**src/rtl/stack_pkg.sv**
```systemverilog
// Shared definitions for the LIFO stack: default parameter values and the
// per-cycle operation decode used by the control logic.
package stack_pkg;

    localparam int unsigned DEF_DATA_WIDTH = 8;
    localparam int unsigned DEF_ADDR_WIDTH = 4;
    localparam int unsigned DEF_AE_LEVEL   = 1;

    // Operation actually performed on the stack in a given cycle, after
    // rejecting pushes on full and pops on empty.
    typedef enum logic [1:0] {
        NOP,
        PUSH,
        POP,
        REPLACE
    } op_e;

endpackage

```
**src/rtl/stack_ram.sv**
```systemverilog
// Stack storage: register array with one synchronous write port and one
// asynchronous read port. Contents are never reset.
// Ports:
//   clk   - write clock
//   we    - write enable
//   waddr - write address
//   wdata - write data
//   raddr - read address
//   rdata - combinational read data at raddr
module stack_ram
    import stack_pkg::*;
#(
    parameter int unsigned data_width = DEF_DATA_WIDTH,
    parameter int unsigned addr_width = DEF_ADDR_WIDTH
) (
    input  logic                  clk,
    input  logic                  we,
    input  logic [addr_width-1:0] waddr,
    input  logic [data_width-1:0] wdata,
    input  logic [addr_width-1:0] raddr,
    output logic [data_width-1:0] rdata
);

    logic [data_width-1:0] mem [0:(2**addr_width)-1];

    always_ff @(posedge clk) begin
        if (we) begin
            mem[waddr] <= wdata;
        end
    end

    assign rdata = mem[raddr];

endmodule

```
**src/rtl/stack_lifo.sv**
```systemverilog
// LIFO stack with registered pop data, combinational top-of-stack view,
// count-derived status flags and sticky overflow/underflow error flags.
// Ports:
//   clk, rst       - clock, synchronous active-high reset
//   clear          - synchronous flush of count and error flags
//   push, data_in  - push request and word
//   pop            - pop request
//   data_out       - registered popped word, valid when out_valid pulses
//   top            - current top entry (0 when empty)
//   count          - number of stored entries
//   full, empty, almost_full, almost_empty - status from count
//   overflow, underflow - sticky error flags
module stack_lifo
    import stack_pkg::*;
#(
    parameter int unsigned data_width = DEF_DATA_WIDTH,
    parameter int unsigned addr_width = DEF_ADDR_WIDTH,
    parameter int unsigned af_level   = (2**addr_width) - 2,
    parameter int unsigned ae_level   = DEF_AE_LEVEL
) (
    input  logic                  clk,
    input  logic                  rst,
    input  logic                  clear,
    input  logic                  push,
    input  logic                  pop,
    input  logic [data_width-1:0] data_in,
    output logic [data_width-1:0] data_out,
    output logic                  out_valid,
    output logic [data_width-1:0] top,
    output logic [addr_width:0]   count,
    output logic                  full,
    output logic                  empty,
    output logic                  almost_full,
    output logic                  almost_empty,
    output logic                  overflow,
    output logic                  underflow
);

    localparam logic [addr_width:0] FULL_CNT = (addr_width+1)'(2**addr_width);
    localparam logic [addr_width:0] AF_CNT   = (addr_width+1)'(af_level);
    localparam logic [addr_width:0] AE_CNT   = (addr_width+1)'(ae_level);

    op_e                   op;
    logic                  ovf_evt;
    logic                  udf_evt;
    logic                  we;
    logic [addr_width-1:0] waddr;
    logic [addr_width-1:0] top_addr;
    logic [data_width-1:0] rdata;

    assign full         = (count == FULL_CNT);
    assign empty        = (count == '0);
    assign almost_full  = (count >= AF_CNT);
    assign almost_empty = (count <= AE_CNT);

    // Decode the operation that is actually carried out. A push+pop on an
    // empty stack degrades to a plain push; the pop half is flagged below.
    always_comb begin
        op = NOP;
        if (push && pop) begin
            op = empty ? PUSH : REPLACE;
        end else if (push) begin
            op = full ? NOP : PUSH;
        end else if (pop) begin
            op = empty ? NOP : POP;
        end
    end

    assign ovf_evt = push && !pop && full;
    assign udf_evt = pop && empty;

    // Top entry lives at count-1; when empty this wraps but top is masked.
    assign top_addr = addr_width'(count - 1'b1);
    assign waddr    = (op == PUSH) ? addr_width'(count) : top_addr;
    assign we       = !rst && !clear && ((op == PUSH) || (op == REPLACE));
    assign top      = empty ? '0 : rdata;

    stack_ram #(
        .data_width (data_width),
        .addr_width (addr_width)
    ) u_ram (
        .clk   (clk),
        .we    (we),
        .waddr (waddr),
        .wdata (data_in),
        .raddr (top_addr),
        .rdata (rdata)
    );

    always_ff @(posedge clk) begin
        if (rst) begin
            count     <= '0;
            data_out  <= '0;
            out_valid <= 1'b0;
            overflow  <= 1'b0;
            underflow <= 1'b0;
        end else if (clear) begin
            count     <= '0;
            out_valid <= 1'b0;
            overflow  <= 1'b0;
            underflow <= 1'b0;
        end else begin
            overflow  <= overflow | ovf_evt;
            underflow <= underflow | udf_evt;
            out_valid <= (op == POP) || (op == REPLACE);
            case (op)
                PUSH: begin
                    count <= count + 1'b1;
                end
                POP: begin
                    count    <= count - 1'b1;
                    data_out <= rdata;
                end
                REPLACE: begin
                    data_out <= rdata;
                end
                default: begin
                end
            endcase
        end
    end

endmodule

```
**config.mk**
```make
export PLATFORM = sky130hd
export DESIGN_NAME = stack_lifo
export DESIGN_NICKNAME = d
export VERILOG_FILES = /design/src/rtl/stack_pkg.sv /design/src/rtl/stack_ram.sv /design/src/rtl/stack_lifo.sv
export SDC_FILE = /design/constraint.sdc
export NUM_CORES = 1
export LEC_CHECK = 0
export CORE_UTILIZATION = 58
export DETAILED_ROUTE_END_ITERATION = 10
export HOLD_SLACK_MARGIN = 0.12
export PLACE_DENSITY = 0.79
export SETUP_SLACK_MARGIN = 0.3
export SYNTH_ARGS = -nofsm -noshare
export SYNTH_HDL_FRONTEND = slang
export SYNTH_HIERARCHICAL = 1
export SYNTH_SLANG_ARGS = --single-unit
```
**constraint.sdc**
```tcl
create_clock -name clk -period 4.7 [get_ports clk]
set_clock_uncertainty 0.05 [all_clocks]
set_input_delay 0.705 -clock clk [delete_from_list [all_inputs] [get_ports clk]]
set_output_delay 0.705 -clock clk [all_outputs]
set_load 0.03 [all_outputs]
```
==> results of run 1 <==
==> path summary, 6_finish.rpt <==
path	startpoint	end	slack, ns	depth (start not counted)
worst max-delay path	count[1]	top[0]	0.60	9
worst min-delay path	data_out[2]	data_out[2]	0.41	2
worst min register to register	data_out[2]	data_out[2]	0.41	2
worst max register to register	count[1]	u_ram/mem[6][5]	1.07	10
==> sequential cells by signal, indices dropped and copies added, names as in the netlist <==
register / flops
overflow: 1
data_out: 8
underflow: 1
count: 5
out_valid: 1
u_ram/mem: 128
==> metal layers <==
layer	part of all wire, %	up-vias	global-route usage [%]
li1	-	1453	-
met1	42	1647	32.5
met5	0	-	0
met4	2.4	0	10.1
met2	48	176	37.3
met3	7.6	24	6.52
==> cells by family after synthesis <==
| group | count (synthesis) | synth area share (%) |
|---|---|---|
| AOI/OAI and AO/OA | 40 | 4.56 |
| buffers and inverters | 25 | 2.58 |
| adders and majority gates | 8 | 1.68 |
| muxes | 34 | 13.3 |
| and+or+nand+nor | 82 | 6.97 |
| DFF | 144 | 69.9 |
| xor gates and xnor gates | 7 | 1.03 |
==> power by group through the flow <==
| stage | Sequential, mW | Combinational (mW) | Clock [mW] |
|---|---|---|---|
| global placement | 1.44 | 0.347 | 0 |
| floorplan | 1.45 | 0.235 | 0 |
| detailed placement | 1.45 | 0.352 | 0 |
| global route | 1.42 | 0.386 | 1.34 |
| CTS | 1.42 | 0.357 | 1.28 |
| finish | 1.42 | 0.359 | 1.27 |
==> cells in the mapped netlist, types with 2 or more instances <==
cell / number / share of area, %
nor3_1: 5 / 0.42
clkbuf_1: 5 / 0.31
nand3b_1: 2 / 0.25
a2111o_1: 2 / 0.38
nand2_1: 27 / 1.7
buf_2: 6 / 0.50
a21oi_1: 13 / 1.1
xor2_1: 5 / 0.73
dfxtp_1: 16 / 5.4
mux4_2: 18 / 6.8
nor4_1: 2 / 0.21
nor2_1: 21 / 1.3
clkdlybuf4s25_2: 3 / 0.50
ha_1: 8 / 1.7
nand2b_1: 4 / 0.42
o21ai_0: 3 / 0.25
mux4_1: 14 / 6.2
edfxtp_1: 128 / 64
inv_1: 6 / 0.38
nand4b_1: 2 / 0.29
mux2i_1: 2 / 0.34
a22oi_1: 16 / 2.0
buf_6: 4 / 0.76
xnor2_1: 2 / 0.29
nor2b_1: 9 / 0.94
==> what timing repair did <==
action                     in CTS  in global routing
hold buffers                    0                  0
gates resized for setup         0                  5
setup endpoints to repair       0                  8
==> critical path, delay by kind of cell (launching register included) <==
| kind | cells | cell delay [ns] |
|---|---|---|
| AOI/OAI and AO/OA | 1 | 0.28 |
| muxes | 1 | 0.38 |
| and+or+nand+nor | 2 | 0.29 |
| DFF | 1 | 0.42 |
| buffers and inverters | 4 | 1.10 |
| adders and majority gates | 1 | 0.34 |
==> cell type report <==
class / instances / area (um^2)
clock buffer: 17 / 414
clock inverter: 15 / 153
fill: 580 / 2810
inverter: 6 / 22.5
multi-input combinational: 171 / 1650
sequential: 144 / 4170
tap: 133 / 166
timing repair buffer: 50 / 479
==> metrics by stage <==
step                      utilization (%)  worst slack [ns]
after floorplan                         -             0.615
after global placement               65.7             0.956
after detailed placement             65.7             0.918
after CTS                            71.4             0.364
after global routing                 71.5             0.396
final                                71.5             0.599
==> out/qor.yml, run 1 <==
first_pass_iters: 5
hold_violations: 0
netlist_area_um2: 5960
cellLeakagePower_nw: 2.39
clockRootBuffer: "clkbuf_8"
tightest_slew_ns: 0.959
p_sw_share_pct: 25.3
clkTransAtPathRegs_ns: 0.06
drv_slew: 0
finalInstanceArea_um2: 7050
final_cell_mix: "128 x edfxtp_1, 40 x clkdlybuf4s50_1, 27 x nand2_1"
power_frac_comb_pct: 11.8
die_y_um: 103
min_period_ns: 4.10
cts_setup_buffers: 0
maxCapViolCount: 0
syn-num-nets: 361
relSlewSlack_pct: 35.9
fp.dieW_um: 103
num_rows: 36
stdcell_count: 536
placed_cells: 504
finalCritPeriodShare_pct: 87.2
power.density_nw_per_um2: 431
ys_async_sr_fraction_pct: 0
synthCells: 340
yosys_register_bits: 144
synth_edf_count: 128
path_class: "register to primary output"
hp-class: "register to register"
final_common_cell: "edfxtp_1"
io_buffers: 40
wl_per_cell_um: 21.8
crit_slowest_cell: "clkdlybuf4s50_1"
diodes: 0
grt_pass1_wl_mm: 17.5
postSynthAreaPerCell_um2: 17.5
fin_tns_setup_ns: 0
internal-power_mw: 2.27
nNetsFinal: 411
ys_seq_area_share_pct: 69.9
synth_warnings: 6
grt.overflow.total: 0
cts_buffers: 17
slowest_delay_ns: 0.58
postPlaceCellArea_um2: 6480
first_global_vias: 3104
peakVddDrop_mv: 0.426
track_usage_pct: 24.0
status: "finished, final reports clean"
clockBufferDepth: 2
drt-initial-drc-count: 295
vias: 3300
grt_max_degree: 33
cts_max_level: 4
power_mw: 3.04
dpl.hpwl_mm: 7.41
ys.flop_type: "edfxtp_1"
post-route-drc-count: 0
p_sw_mw: 0.769
crit_fanout: 32
crit_path_frequent_cell: "inv_1"
report.final.setup_viol: 0
fp.coreArea_um2: 9860
cp.required_ns: 3.94
arrival_ns: 3.35
fmaxAchievable_mhz: 244
dieArea_um2: 10700
clkLatencyLatePin_ns: 0.52
clkPwrFrac_pct: 41.6
cts_tree: "yes"
layout-drive-gt1-share_pct: 17.6
antenna_found_initial: 0
cp_cell_sequence: "inv_1, ha_1, inv_1, buf_6, mux4_2, a22oi_1, nand2_1, nor2b_1, clkdlybuf4s50_1"
whs_ns: 0.408
gp_congestion: 0.829
syn2layout_area_growth_pct: 18.4
drtAntennaViolNets: 0
rsz0062_at_grt: "no"
seq_power_share_pct: 46.6
initial_utilization_pct: 60.4
cp-start-kind: "register"
endpoint_kind: "primary output"
synth_cell_type_count: 42
drt-total-wl_mm: 11.7
via_per_inst: 6.16
num_io_pins: 41
clock_sinks: 144
(Power assumes the default switching activity.)
==> run 2: changes to the inputs <==
CORE_UTILIZATION = 40   (was 58)
PLACE_DENSITY = not set   (was 0.79)
clock period = 5.13 ns   (was 4.7 ns; I/O delays follow)
==> run 2 against run 1 <==
  * Worst hold slack got worse by 0.0082 ns
  * Sequential cell count unchanged
  * Worst setup slack got worse by 0.0019 ns
  * Routed wire length increased by 0.36%
  * First-iteration DRC count decreased by 9.2%
  * Largest cell class unchanged
  * Largest power group unchanged
==> out/qor.yml, run 2 (synthesis results as in run 1) <==
status: "finished, final reports clean"
highest_layer: "met4"
crit_fanout: 32  # unchanged
cts_max_level: 4  # unchanged
clockRootBuffer: "clkbuf_16"
endpoint_kind: "primary output"
hold_violations: 0  # unchanged
clkTransAtPathRegs_ns: 0.06  # about the same
initial_utilization_pct: 41.0  # -19 points
drtAntennaViolNets: 0  # unchanged
peakVddDrop_mv: 0.221  # -48%
arrival_ns: 3.71  # +0.36 ns
io_buffers: 40  # unchanged
num_rows: 44  # +22%
reg_top3: "u_ram/mem x128, data_out x8, count x5"
cts_setup_buffers: 0  # unchanged
track_usage_pct: 16.8  # -7.2 points
path_class: "register to primary output"
rsz0062_at_grt: "no"
final_common_cell: "edfxtp_1"
layout-drive-gt1-share_pct: 14.6  # -3.0 points
clkLatencyLatePin_ns: 0.41  # -0.11 ns
fin_tns_setup_ns: 0  # unchanged
die_y_um: 124  # +20%
clock_sinks: 144  # unchanged
diodes: 0  # unchanged
grt_max_degree: 33  # unchanged
dr_wl_met3_um: 596  # -33%
cellLeakagePower_nw: 2.35  # -1.7%
num_io_pins: 41  # unchanged
ctsHoldBuffers: 0  # unchanged
drt-total-wl_mm: 11.7  # +0.36%
drt-initial-drc-count: 268  # -9.2%
wl_per_cell_um: 20.2  # -7.4%
dieArea_um2: 15400  # +44%
clockBufferDepth: 2  # unchanged
fp.dieW_um: 124  # +20%
dpl.hpwl_mm: 7.67  # +3.5%
tightest_slew_ns: 0.963  # +0.00456 ns
cts_buffers: 17  # unchanged
min_period_ns: 4.53
via_per_inst: 5.39  # -12%
hp-class: "register to register"
vias: 3130  # -5.2%
drt-met1-wl_mm: 5.42  # +11%
met2_wirelength_mm: 5.57  # -0.75%
grt.overflow.total: 0  # unchanged
cts_tree: "yes"
postCtsResizedCells: 0  # unchanged
cp.required_ns: 4.31  # +0.37 ns
antenna_found_initial: 0  # unchanged
grt_pass1_wl_mm: 18.0  # +2.8%
report.final.setup_viol: 0  # unchanged
power_mw: 2.77  # -8.9%
gp_congestion: 0.742  # -11%
maxCapViolCount: 0  # unchanged
first_global_vias: 3081  # -0.74%
syn2layout_area_growth_pct: 18.5
cp-start-kind: "register"
largest_reg_flops: 128  # unchanged
finalCritPeriodShare_pct: 88.4
final_cell_mix: "128 x edfxtp_1, 40 x clkdlybuf4s50_1, 27 x nand2_1"
power.density_nw_per_um2: 393  # -9.0%
drv_slew: 0  # unchanged
regMostFlops: "u_ram/mem"
nNetsFinal: 408  # -0.73%
fp.coreArea_um2: 14500  # +47%
relSlewSlack_pct: 35.6  # -0.31 points
post-route-drc-count: 0  # unchanged
fmaxAchievable_mhz: 221
first_pass_iters: 4  # -1
run 2: critical path, cell delays in order, from the launching register on:
cell,delay (ns)
dfxtp_1,0.55
inv_2,0.27
ha_1,0.41
inv_1,0.07
buf_4,0.41
mux4_2,0.37
a22oi_1,0.31
nand2_1,0.17
nor2b_1,0.16
clkdlybuf4s50_1,0.58
run 2: path summary, 6_finish.rpt:
check,from,end,slack [ns],depth (start not counted)
worst max register to register,count[0],u_ram/mem[3][5],1.15,11
worst min register to register,data_out[5],data_out[5],0.40,2
worst max-delay path,count[0],top[6],0.60,9
worst min-delay path,data_out[5],data_out[5],0.40,2
run 2: per-layer routing:
metal / vias to the layer above / GRT usage, %
met4: 0 / 6.85
met1: 1587 / 23.0
met3: 12 / 4.17
met2: 95 / 25.8
met5: - / 0
li1: 1436 / -
run 2: stage by stage:
step | instances | hold WS, ns | instance area [um^2] | util (%) | setup slack, ns
after detailed placement | 552 | 0.397 | 6520 | 44.8 | 1.03
after global placement | 552 | 0.395 | 6520 | 44.8 | 1.04
after global routing | 581 | 0.431 | 7060 | 48.6 | 0.339
final | 581 | 0.400 | 7060 | 48.6 | 0.597
after CTS | 581 | 0.405 | 7060 | 48.6 | 0.563
after floorplan | 340 | 0.535 | 5960 | - | 0.643
run 2: area by class of cell:
class | count | area (um^2)
clock inverters | 11 | 118
inverters | 6 | 22.5
repair buffers | 47 | 453
clock buffers | 18 | 429
multi-input cells | 171 | 1650
well taps | 184 | 230
flip-flops and latches | 144 | 4160
fillers | 1216 | 7470
run 2: power breakdown:
group,switching [mW],internal (mW)
clock,0.447,0.702
sequential,0.00809,1.29
combinational,0.193,0.132
